[config.mk]
export PLATFORM = sky130hd
export DESIGN_NAME = dpram_port_arbiter
export DESIGN_NICKNAME = d
export VERILOG_FILES = /design/src/rtl/dpram_port_arbiter.sv
export SDC_FILE = /design/constraint.sdc
export NUM_CORES = 1
export LEC_CHECK = 0
export ABC_AREA = 1
export CORE_MARGIN = 1.5
export CORE_UTILIZATION = 30
export CTS_CLUSTER_DIAMETER = 120
export DETAILED_ROUTE_END_ITERATION = 7
export PLACE_DENSITY = 0.66
export SLEW_MARGIN = 20
export SYNTH_ARGS = -nofsm -noshare
export SYNTH_HDL_FRONTEND = slang
export SYNTH_SLANG_ARGS = --single-unit
[constraint.sdc]
create_clock -name clk -period 4.5 [get_ports clk]
set_clock_uncertainty 0.05 [all_clocks]
set_input_delay 0.45 -clock clk [delete_from_list [all_inputs] [get_ports clk]]
set_output_delay 0.45 -clock clk [all_outputs]
set_load 0.02 [all_outputs]
[src/rtl/dpram_port_arbiter.sv]
`default_nettype none
// ============================================================================
// dpram_port_arbiter
// Clears a dual-port RAM after reset, then arbitrates two clients onto it.
// Revision: 1.0
// ============================================================================
module dpram_port_arbiter #(
    parameter int              AW       = 4,
    parameter int              DW       = 8,
    parameter logic [DW-1:0]   INIT_VAL = '0
) (
    input  logic               clk,
    input  logic               rst,

    input  logic               a_req_valid,
    output logic               a_req_ready,
    input  logic               a_req_we,
    input  logic [AW-1:0]      a_req_addr,
    input  logic [DW-1:0]      a_req_wdata,
    output logic               a_rsp_valid,
    output logic [DW-1:0]      a_rsp_rdata,

    input  logic               b_req_valid,
    output logic               b_req_ready,
    input  logic               b_req_we,
    input  logic [AW-1:0]      b_req_addr,
    input  logic [DW-1:0]      b_req_wdata,
    output logic               b_rsp_valid,
    output logic [DW-1:0]      b_rsp_rdata,

    output logic [AW-1:0]      ram_addr_a,
    output logic [DW-1:0]      ram_din_a,
    output logic               ram_we_a,
    output logic [AW-1:0]      ram_addr_b,
    output logic [DW-1:0]      ram_din_b,
    output logic               ram_we_b,
    input  logic [DW-1:0]      ram_dout_a,
    input  logic [DW-1:0]      ram_dout_b,

    output logic               init_done,
    output logic [15:0]        collision_cnt
);

    localparam int              IW        = AW - 1;
    localparam logic [IW-1:0]   INIT_LAST = '1;
    localparam logic [0:0]      ST_INIT   = 1'b0;
    localparam logic [0:0]      ST_RUN    = 1'b1;

    logic [0:0]     state_q,     state_d;
    logic [IW-1:0]  init_cnt_q,  init_cnt_d;
    logic           prio_b_q,    prio_b_d;
    logic [15:0]    coll_q,      coll_d;
    logic           a_rsp_q,     a_rsp_d;
    logic           a_rd_q,      a_rd_d;
    logic           b_rsp_q,     b_rsp_d;
    logic           b_rd_q,      b_rd_d;

    logic           w_run;
    logic           w_conflict;
    logic           w_a_acc;
    logic           w_b_acc;

    assign w_run      = (state_q == ST_RUN) && !rst;
    assign w_conflict = a_req_valid && b_req_valid && (a_req_addr == b_req_addr)
                        && (a_req_we || b_req_we);
    assign w_a_acc    = a_req_valid && a_req_ready;
    assign w_b_acc    = b_req_valid && b_req_ready;

    // State register
    always_ff @(posedge clk) begin
        if (rst) begin
            state_q    <= ST_INIT;
            init_cnt_q <= '0;
            prio_b_q   <= 1'b0;
            coll_q     <= '0;
            a_rsp_q    <= 1'b0;
            a_rd_q     <= 1'b0;
            b_rsp_q    <= 1'b0;
            b_rd_q     <= 1'b0;
        end else begin
            state_q    <= state_d;
            init_cnt_q <= init_cnt_d;
            prio_b_q   <= prio_b_d;
            coll_q     <= coll_d;
            a_rsp_q    <= a_rsp_d;
            a_rd_q     <= a_rd_d;
            b_rsp_q    <= b_rsp_d;
            b_rd_q     <= b_rd_d;
        end
    end

    // Next-state logic
    always_comb begin
        state_d    = state_q;
        init_cnt_d = init_cnt_q;
        prio_b_d   = prio_b_q;
        coll_d     = coll_q;
        a_rsp_d    = w_a_acc;
        a_rd_d     = w_a_acc && !a_req_we;
        b_rsp_d    = w_b_acc;
        b_rd_d     = w_b_acc && !b_req_we;
        case (state_q)
            ST_INIT: begin
                init_cnt_d = init_cnt_q + 1'b1;
                if (init_cnt_q == INIT_LAST) begin
                    state_d = ST_RUN;
                end
            end
            default: begin
                // The loser of a conflict owns priority for the next one
                if (w_conflict) begin
                    prio_b_d = !prio_b_q;
                    if (coll_q != 16'hFFFF) begin
                        coll_d = coll_q + 16'd1;
                    end
                end
            end
        endcase
    end

    // Output logic
    always_comb begin
        a_req_ready = w_run && (!w_conflict || !prio_b_q);
        b_req_ready = w_run && (!w_conflict ||  prio_b_q);
        ram_addr_a  = '0;
        ram_din_a   = '0;
        ram_we_a    = 1'b0;
        ram_addr_b  = '0;
        ram_din_b   = '0;
        ram_we_b    = 1'b0;
        if (!rst) begin
            if (state_q == ST_INIT) begin
                ram_addr_a = {init_cnt_q, 1'b0};
                ram_addr_b = {init_cnt_q, 1'b1};
                ram_din_a  = INIT_VAL;
                ram_din_b  = INIT_VAL;
                ram_we_a   = 1'b1;
                ram_we_b   = 1'b1;
            end else begin
                ram_addr_a = a_req_addr;
                ram_din_a  = a_req_wdata;
                ram_we_a   = w_a_acc && a_req_we;
                ram_addr_b = b_req_addr;
                ram_din_b  = b_req_wdata;
                ram_we_b   = w_b_acc && b_req_we;
            end
        end
    end

    assign a_rsp_valid   = a_rsp_q;
    assign b_rsp_valid   = b_rsp_q;
    assign a_rsp_rdata   = a_rd_q ? ram_dout_a : '0;
    assign b_rsp_rdata   = b_rd_q ? ram_dout_b : '0;
    assign init_done     = (state_q == ST_RUN);
    assign collision_cnt = coll_q;

endmodule
`default_nettype wire

==> flow_summary.ini, run 1 <==
[cells_and_area]
final_nets = 471
areaGrowthSynthToFinish_pct = 64.4
diodes = 0
multi_input_area_mm2 = 0.00111
postLayoutCoreUtil_pct = 51.1
regArea_um2 = 500
nFillCells = 625
drive_gt1_share_pct = 4.51

[clock_network]
cts_buffers = 3
cts_hold_buf = 0
cts_setup_buffers = 0
cts_tree = done
htreeDepth = 1
clock-sinks = 25
clockBufferDepth = 2
cts_resized = 0
insertion_delay_ns = 0.27
cts_root_buf = clkbuf_8
path_clk_slew_ns = 0.09

[yosys]
seq_area_frac_synth_pct = 27.2
synth.top_cell.area_share_pct = 27.2
syn_area_mm2 = 0.00184
syn_inst = 319
synth_top_area_cell = dfxtp_1
syn_nets = 368
yosys-top-cells-area = dfxtp_1, nand2_1, inv_1
ys_ff_latch = 25
ys_types = 25
syn_area_per_cell_um2 = 5.77
yosys_warnings = 0

[sta]
report.final.slew_viol_count = 0
hold_slack_ns = 0.445
relSlewSlack_pct = 50.8
setup-violations-final = 0
rsz0062_at_grt = no
period_share_pct = 67.2
period_needed_ns = 3.02
fmax_mhz = 331
worstMarginPinSlew_ns = 0.736
hold_violations = 0
final.setup.tns_ns = 0

[power]
total_leakage_power_nw = 1.24
pwr-share-seq_pct = 43.8
switching_share_pct = 29.8
peakVddDrop_mv = 0.110
powerDensity_mw_per_mm2 = 181
p_comb_share_pct = 30.7
power.switching_mw = 0.163
p_int_mw = 0.384
pwr-share-clk_pct = 25.4

[worst_hold_path]
holdCritPathClass = reg -> reg
holdPathStages = 2

[placed_design]
io_buffers = 108
hpwl_mm = 4.33
place.gp.congestion = 0.798

[global_route]
grt_max_degree = 28
antenna_found_initial = 0
track_usage_pct = 16.3
grt_pass1_wl_mm = 8.71
overflow = 0
first_global_vias = 2090

[critical_path]
crit_type = in -> out
reg2reg_depth = 7
critPathCaptureType = output pin
path_max_fanout = 14
crit_arrival_ns = 2.52
crit_path_start_kind = input pin
crit_required_ns = 4.00

[floorplanning]
fp.coreArea_mm2 = 0.00592
initial_core_util_pct = 31.1
row_count = 28
die_width_um = 81.3
fp.dieArea_mm2 = 0.00661
die_h_um = 81.3
ios = 109

[run_status]
status = finished clean

[run]
maxCapViolCount = 0

[detailed_routing]
avgViaCountPerCell = 4.57
drtAntennaViolNets = 0
drt_pass1_iterations = 4
routed_wirelength_mm = 5.51
avgRoutedWirePerCell_um = 11.1
remaining_drc_errors = 0
drt-initial-drc-count = 86
vias = 2265
through the flow:
stage / power [mW] / setup slack, ns / cells / area (µm²)
after floorplan: 0.325 / 2.49 / 319 / 1840
after detailed placement: 0.413 / 1.44 / 492 / 2970
final: 0.546 / 1.48 / 496 / 3020
after global placement: 0.411 / 1.44 / 492 / 2970
after global routing: 0.579 / 1.19 / 496 / 3020
after CTS: 0.552 / 1.44 / 496 / 3020
registers in the layout, summed over array words and instances (netlist names):
name and flops:
b_rsp_valid 1, a_rd_q 1, collision_cnt 16, b_rd_q 1
init_cnt_q 3, a_rsp_valid 1, prio_b_q 1, init_done 1
cell type report:
| type | count | area share (%) |
|---|---|---|
| Clock buffer | 3 | 1.37 |
| Clock inverter | 1 | 0.248 |
| Inverter | 46 | 5.71 |
| Multi-Input combinational cell | 236 | 36.8 |
| Sequential cell | 25 | 16.6 |
| Tap cell | 75 | 3.10 |
| Timing Repair Buffer | 110 | 36.3 |
path summary, 6_finish.rpt:
check | startpoint | to | slack, ns
max | rst | ram_addr_a[2] | 1.48
min | prio_b_q$_SDFFE_PP0P_ | prio_b_q$_SDFFE_PP0P_ | 0.45
max reg2reg | collision_cnt[1]$_SDFFE_PP0P_ | collision_cnt[1]$_SDFFE_PP0P_ | 2.47
min reg2reg | prio_b_q$_SDFFE_PP0P_ | prio_b_q$_SDFFE_PP0P_ | 0.45
critical path, stage by stage:
cell and delay [ns]:
clkdlybuf4s50_1 0.65, nor2_1 0.31, clkinv_1 0.28, o22ai_1 0.19
clkdlybuf4s50_1 0.64
cells in the final DEF, fill, tap and decap left out:
| cell | netlist | layout |
|---|---|---|
| nand2_2 | 4 | 4 |
| o21ai_0 | 7 | 7 |
| nand4_1 | 12 | 12 |
| dfxtp_1 | 25 | 25 |
| ha_1 | 3 | 3 |
| inv_1 | 45 | 45 |
| nand3_2 | 1 | 1 |
| nand3b_1 | 2 | 2 |
| buf_4 | 0 | 2 |
| xor2_1 | 3 | 3 |
| clkinvlp_4 | 0 | 1 |
| clkinv_1 | 1 | 1 |
| nand4_4 | 1 | 1 |
| o22ai_1 | 6 | 6 |
| clkbuf_8 | 0 | 3 |
| xnor2_1 | 1 | 1 |
| clkdlybuf4s50_1 | 0 | 108 |
| nor3_1 | 2 | 2 |
| a21oi_2 | 4 | 4 |
| a21oi_1 | 15 | 15 |
| nor2_4 | 2 | 2 |
| nor2_1 | 44 | 44 |
| nor2_2 | 1 | 1 |
| nand3_1 | 20 | 20 |
| nand2_1 | 108 | 108 |
metal layers:
metal | share of wire (%) | wire length [µm] | global-route usage (%)
met2 | 50 | 2750 | 28.8
met1 | 43 | 2340 | 19.6
met5 | 0 | 0 | 0
met3 | 6.8 | 377 | 3.48
met4 | 0.73 | 40 | 5.00
Yosys cell counts, drive strengths merged:
| cell type | instances |
|---|---|
| nand3b | 2 |
| nand2 | 112 |
| buf | 6 |
| xor2 | 3 |
| dfxtp | 25 |
| xnor2 | 1 |
| clkinv | 1 |
| nor2 | 47 |
| nand3 | 21 |
| clkbuf | 6 |
| o21ai | 7 |
| ha | 3 |
| nand4 | 13 |
| nor3 | 2 |
| a21oi | 19 |
| inv | 45 |
| o22ai | 6 |
power groups by stage:
stage	Clock, mW	Sequential (mW)	Combinational, mW
2_1_floorplan	0	0.244	0.0807
5_1_grt	0.150	0.242	0.187
6_report	0.139	0.240	0.168
3_5_place_dp	0	0.245	0.168
3_3_place_gp	0	0.245	0.166
4_1_cts	0.143	0.239	0.169
cells by family after synthesis:
| logic type | synth area share, % |
|---|---|
| XOR/XNOR | 1.91 |
| AO/OA/AOI/OAI | 9.93 |
| buffers and inverters | 12.4 |
| AND/OR/NAND/NOR | 46.5 |
| flip-flops | 27.2 |
| adder cells (fa/ha/maj) | 2.04 |
(Power assumes the default switching activity.)
==> run 2: changes to the inputs <==
==> constraint.sdc (replaced) <==
create_clock -name clk -period 3.1 [get_ports clk]
set_clock_uncertainty 0.05 [all_clocks]
set_input_delay 0.31 -clock clk [delete_from_list [all_inputs] [get_ports clk]]
set_output_delay 0.31 -clock clk [all_outputs]
set_load 0.02 [all_outputs]
==> run 2 against run 1 <==
Compared with the run above: utilization grew 0.063 points; sequential share of layout area is essentially flat; sequential power grew 45%; flip-flop and latch count is the same; first-iteration DRC count shrank 20%; clock power grew 41%; wire length shrank 2.6%; largest power group unchanged.
==> flow_summary.ini, run 2 (synthesized netlist as in run 1, its figures left out) <==
[sta]
fmax_mhz = 394
period_needed_ns = 2.54
final.setup.tns_ns = 0
rsz0062_at_grt = no
period_share_pct = 81.8
setup-violations-final = 0
hold_slack_ns = 0.450
report.final.slew_viol_count = 0
worstMarginPinSlew_ns = 0.752
hold_violations = 0
relSlewSlack_pct = 49.7

[clock_network]
cts_resized = 0
insertion_delay_ns = 0.27
htreeDepth = 1
cts_setup_buffers = 0
cts_root_buf = clkbuf_8
clock-sinks = 25
clockBufferDepth = 2
cts_buffers = 3
cts_hold_buf = 0
path_clk_slew_ns = 0.09
cts_tree = done

[detailed_routing]
avgRoutedWirePerCell_um = 10.8
remaining_drc_errors = 0
drt_pass1_iterations = 4
drt-initial-drc-count = 69
avgViaCountPerCell = 4.59
vias = 2279
routed_wirelength_mm = 5.36
drtAntennaViolNets = 0

[critical_path]
crit_type = in -> out
path_max_fanout = 3
critPathSlowestCell = clkdlybuf4s50_1
crit_arrival_ns = 2.18
path_cells = clkdlybuf4s50_1, inv_1, nand2_1, nand2_1, nand3_1, nor2_2, nand2_1, nand2_1, nor2_1, nand2_1, nand2_1, clkdlybuf4s50_1
crit_path_start_kind = input pin
crit_required_ns = 2.74
crit_top_cell = nand2_1
cp_num_cells = 12
slowest_delay_ns = 0.62
crit_buf_inv = 3
crit_family = buffers and inverters
reg2reg_depth = 7
critPathCaptureType = output pin

[power]
switching_share_pct = 29.3
p_int_mw = 0.558
pwr-share-seq_pct = 44.2
powerDensity_mw_per_mm2 = 261
pwr-share-clk_pct = 24.8
power.switching_mw = 0.231
total_leakage_power_nw = 1.25
p_comb_share_pct = 31.0
peakVddDrop_mv = 0.168

[placed_design]
placed_area_mm2 = 0.00298
place.gp.congestion = 0.823
hpwl_mm = 4.13
io_buffers = 108

[floorplanning]
initial_core_util_pct = 31.1
fp.coreArea_mm2 = 0.00592
ios = 109
fp.dieArea_mm2 = 0.00661
die_width_um = 81.3
die_h_um = 81.3
row_count = 28

[cells_and_area]
regArea_um2 = 500
final_nets = 472
drive_gt1_share_pct = 4.50
diodes = 0
largest_register_ffs = 16
multi_input_area_mm2 = 0.00111
nFillCells = 603
areaGrowthSynthToFinish_pct = 64.6
stdcell_area_mm2 = 0.00303
layout_common_cells = nand2_1, clkdlybuf4s50_1, inv_1, nor2_1, dfxtp_1

[run_status]
status = finished clean

[global_route]
grt_pass1_wl_mm = 8.43
grt_max_degree = 35
overflow = 0
track_usage_pct = 15.8
antenna_found_initial = 0
first_global_vias = 1934

[run]
maxCapViolCount = 0

[worst_hold_path]
holdCritPathClass = reg -> reg
holdPathStages = 2
-- run 2: cell count changes in the layout (fill, tap and decap cells not counted), sizes merged --
cell	previous run	this run
buf	2	3
clkbuf	3	4
clkinvlp	1	0
-- run 2: layout make-up --
cell class	count	share of cell area, %
Tap cell	75	3.10
Inverter	46	5.70
Multi-Input combinational cell	236	36.7
Clock buffer	4	1.49
Timing Repair Buffer	111	36.5
Sequential cell	25	16.5
-- run 2: path summary, 6_finish.rpt --
path                            startpoint                        endpoint  slack, ns
max                          b_req_addr[0]                        ram_we_b       0.56
min                  prio_b_q$_SDFFE_PP0P_           prio_b_q$_SDFFE_PP0P_       0.45
min reg2reg          prio_b_q$_SDFFE_PP0P_           prio_b_q$_SDFFE_PP0P_       0.45
max reg2reg  collision_cnt[0]$_SDFFE_PP0P_  collision_cnt[13]$_SDFFE_PP0P_       1.10
-- run 2: worst reg2reg max path, cell delays in order, from the launching register on --
cell	delay (ns)
dfxtp_1	0.43
ha_1	0.28
nand2_2	0.11
nor2_4	0.20
nand4_4	0.26
nand3_2	0.37
nand2_1	0.09
a21oi_1	0.14
-- run 2: stage by stage --
stage	setup slack, ns	instances	power, mW	util [%]
after CTS	0.581	497	0.798	51.1
after global placement	0.588	493	0.597	50.4
after detailed placement	0.581	493	0.600	50.4
final	0.565	497	0.789	51.1
after floorplan	1.23	319	0.471	-
after global routing	0.385	497	0.839	51.1
-- run 2: power by group through the flow --
stage | Sequential (mW) | Clock [mW] | Combinational, mW
after global placement | 0.355 | 0 | 0.243
after CTS | 0.348 | 0.204 | 0.246
after global routing | 0.351 | 0.216 | 0.273
final | 0.349 | 0.196 | 0.245
after detailed placement | 0.356 | 0 | 0.244
after floorplan | 0.354 | 0 | 0.117
-- run 2: metal layers --
metal / routed length, µm / GRT usage (%)
met4: 25 / 2.59
met5: 0 / 0
met3: 351 / 2.81
met2: 2640 / 28.1
met1: 2340 / 20.1
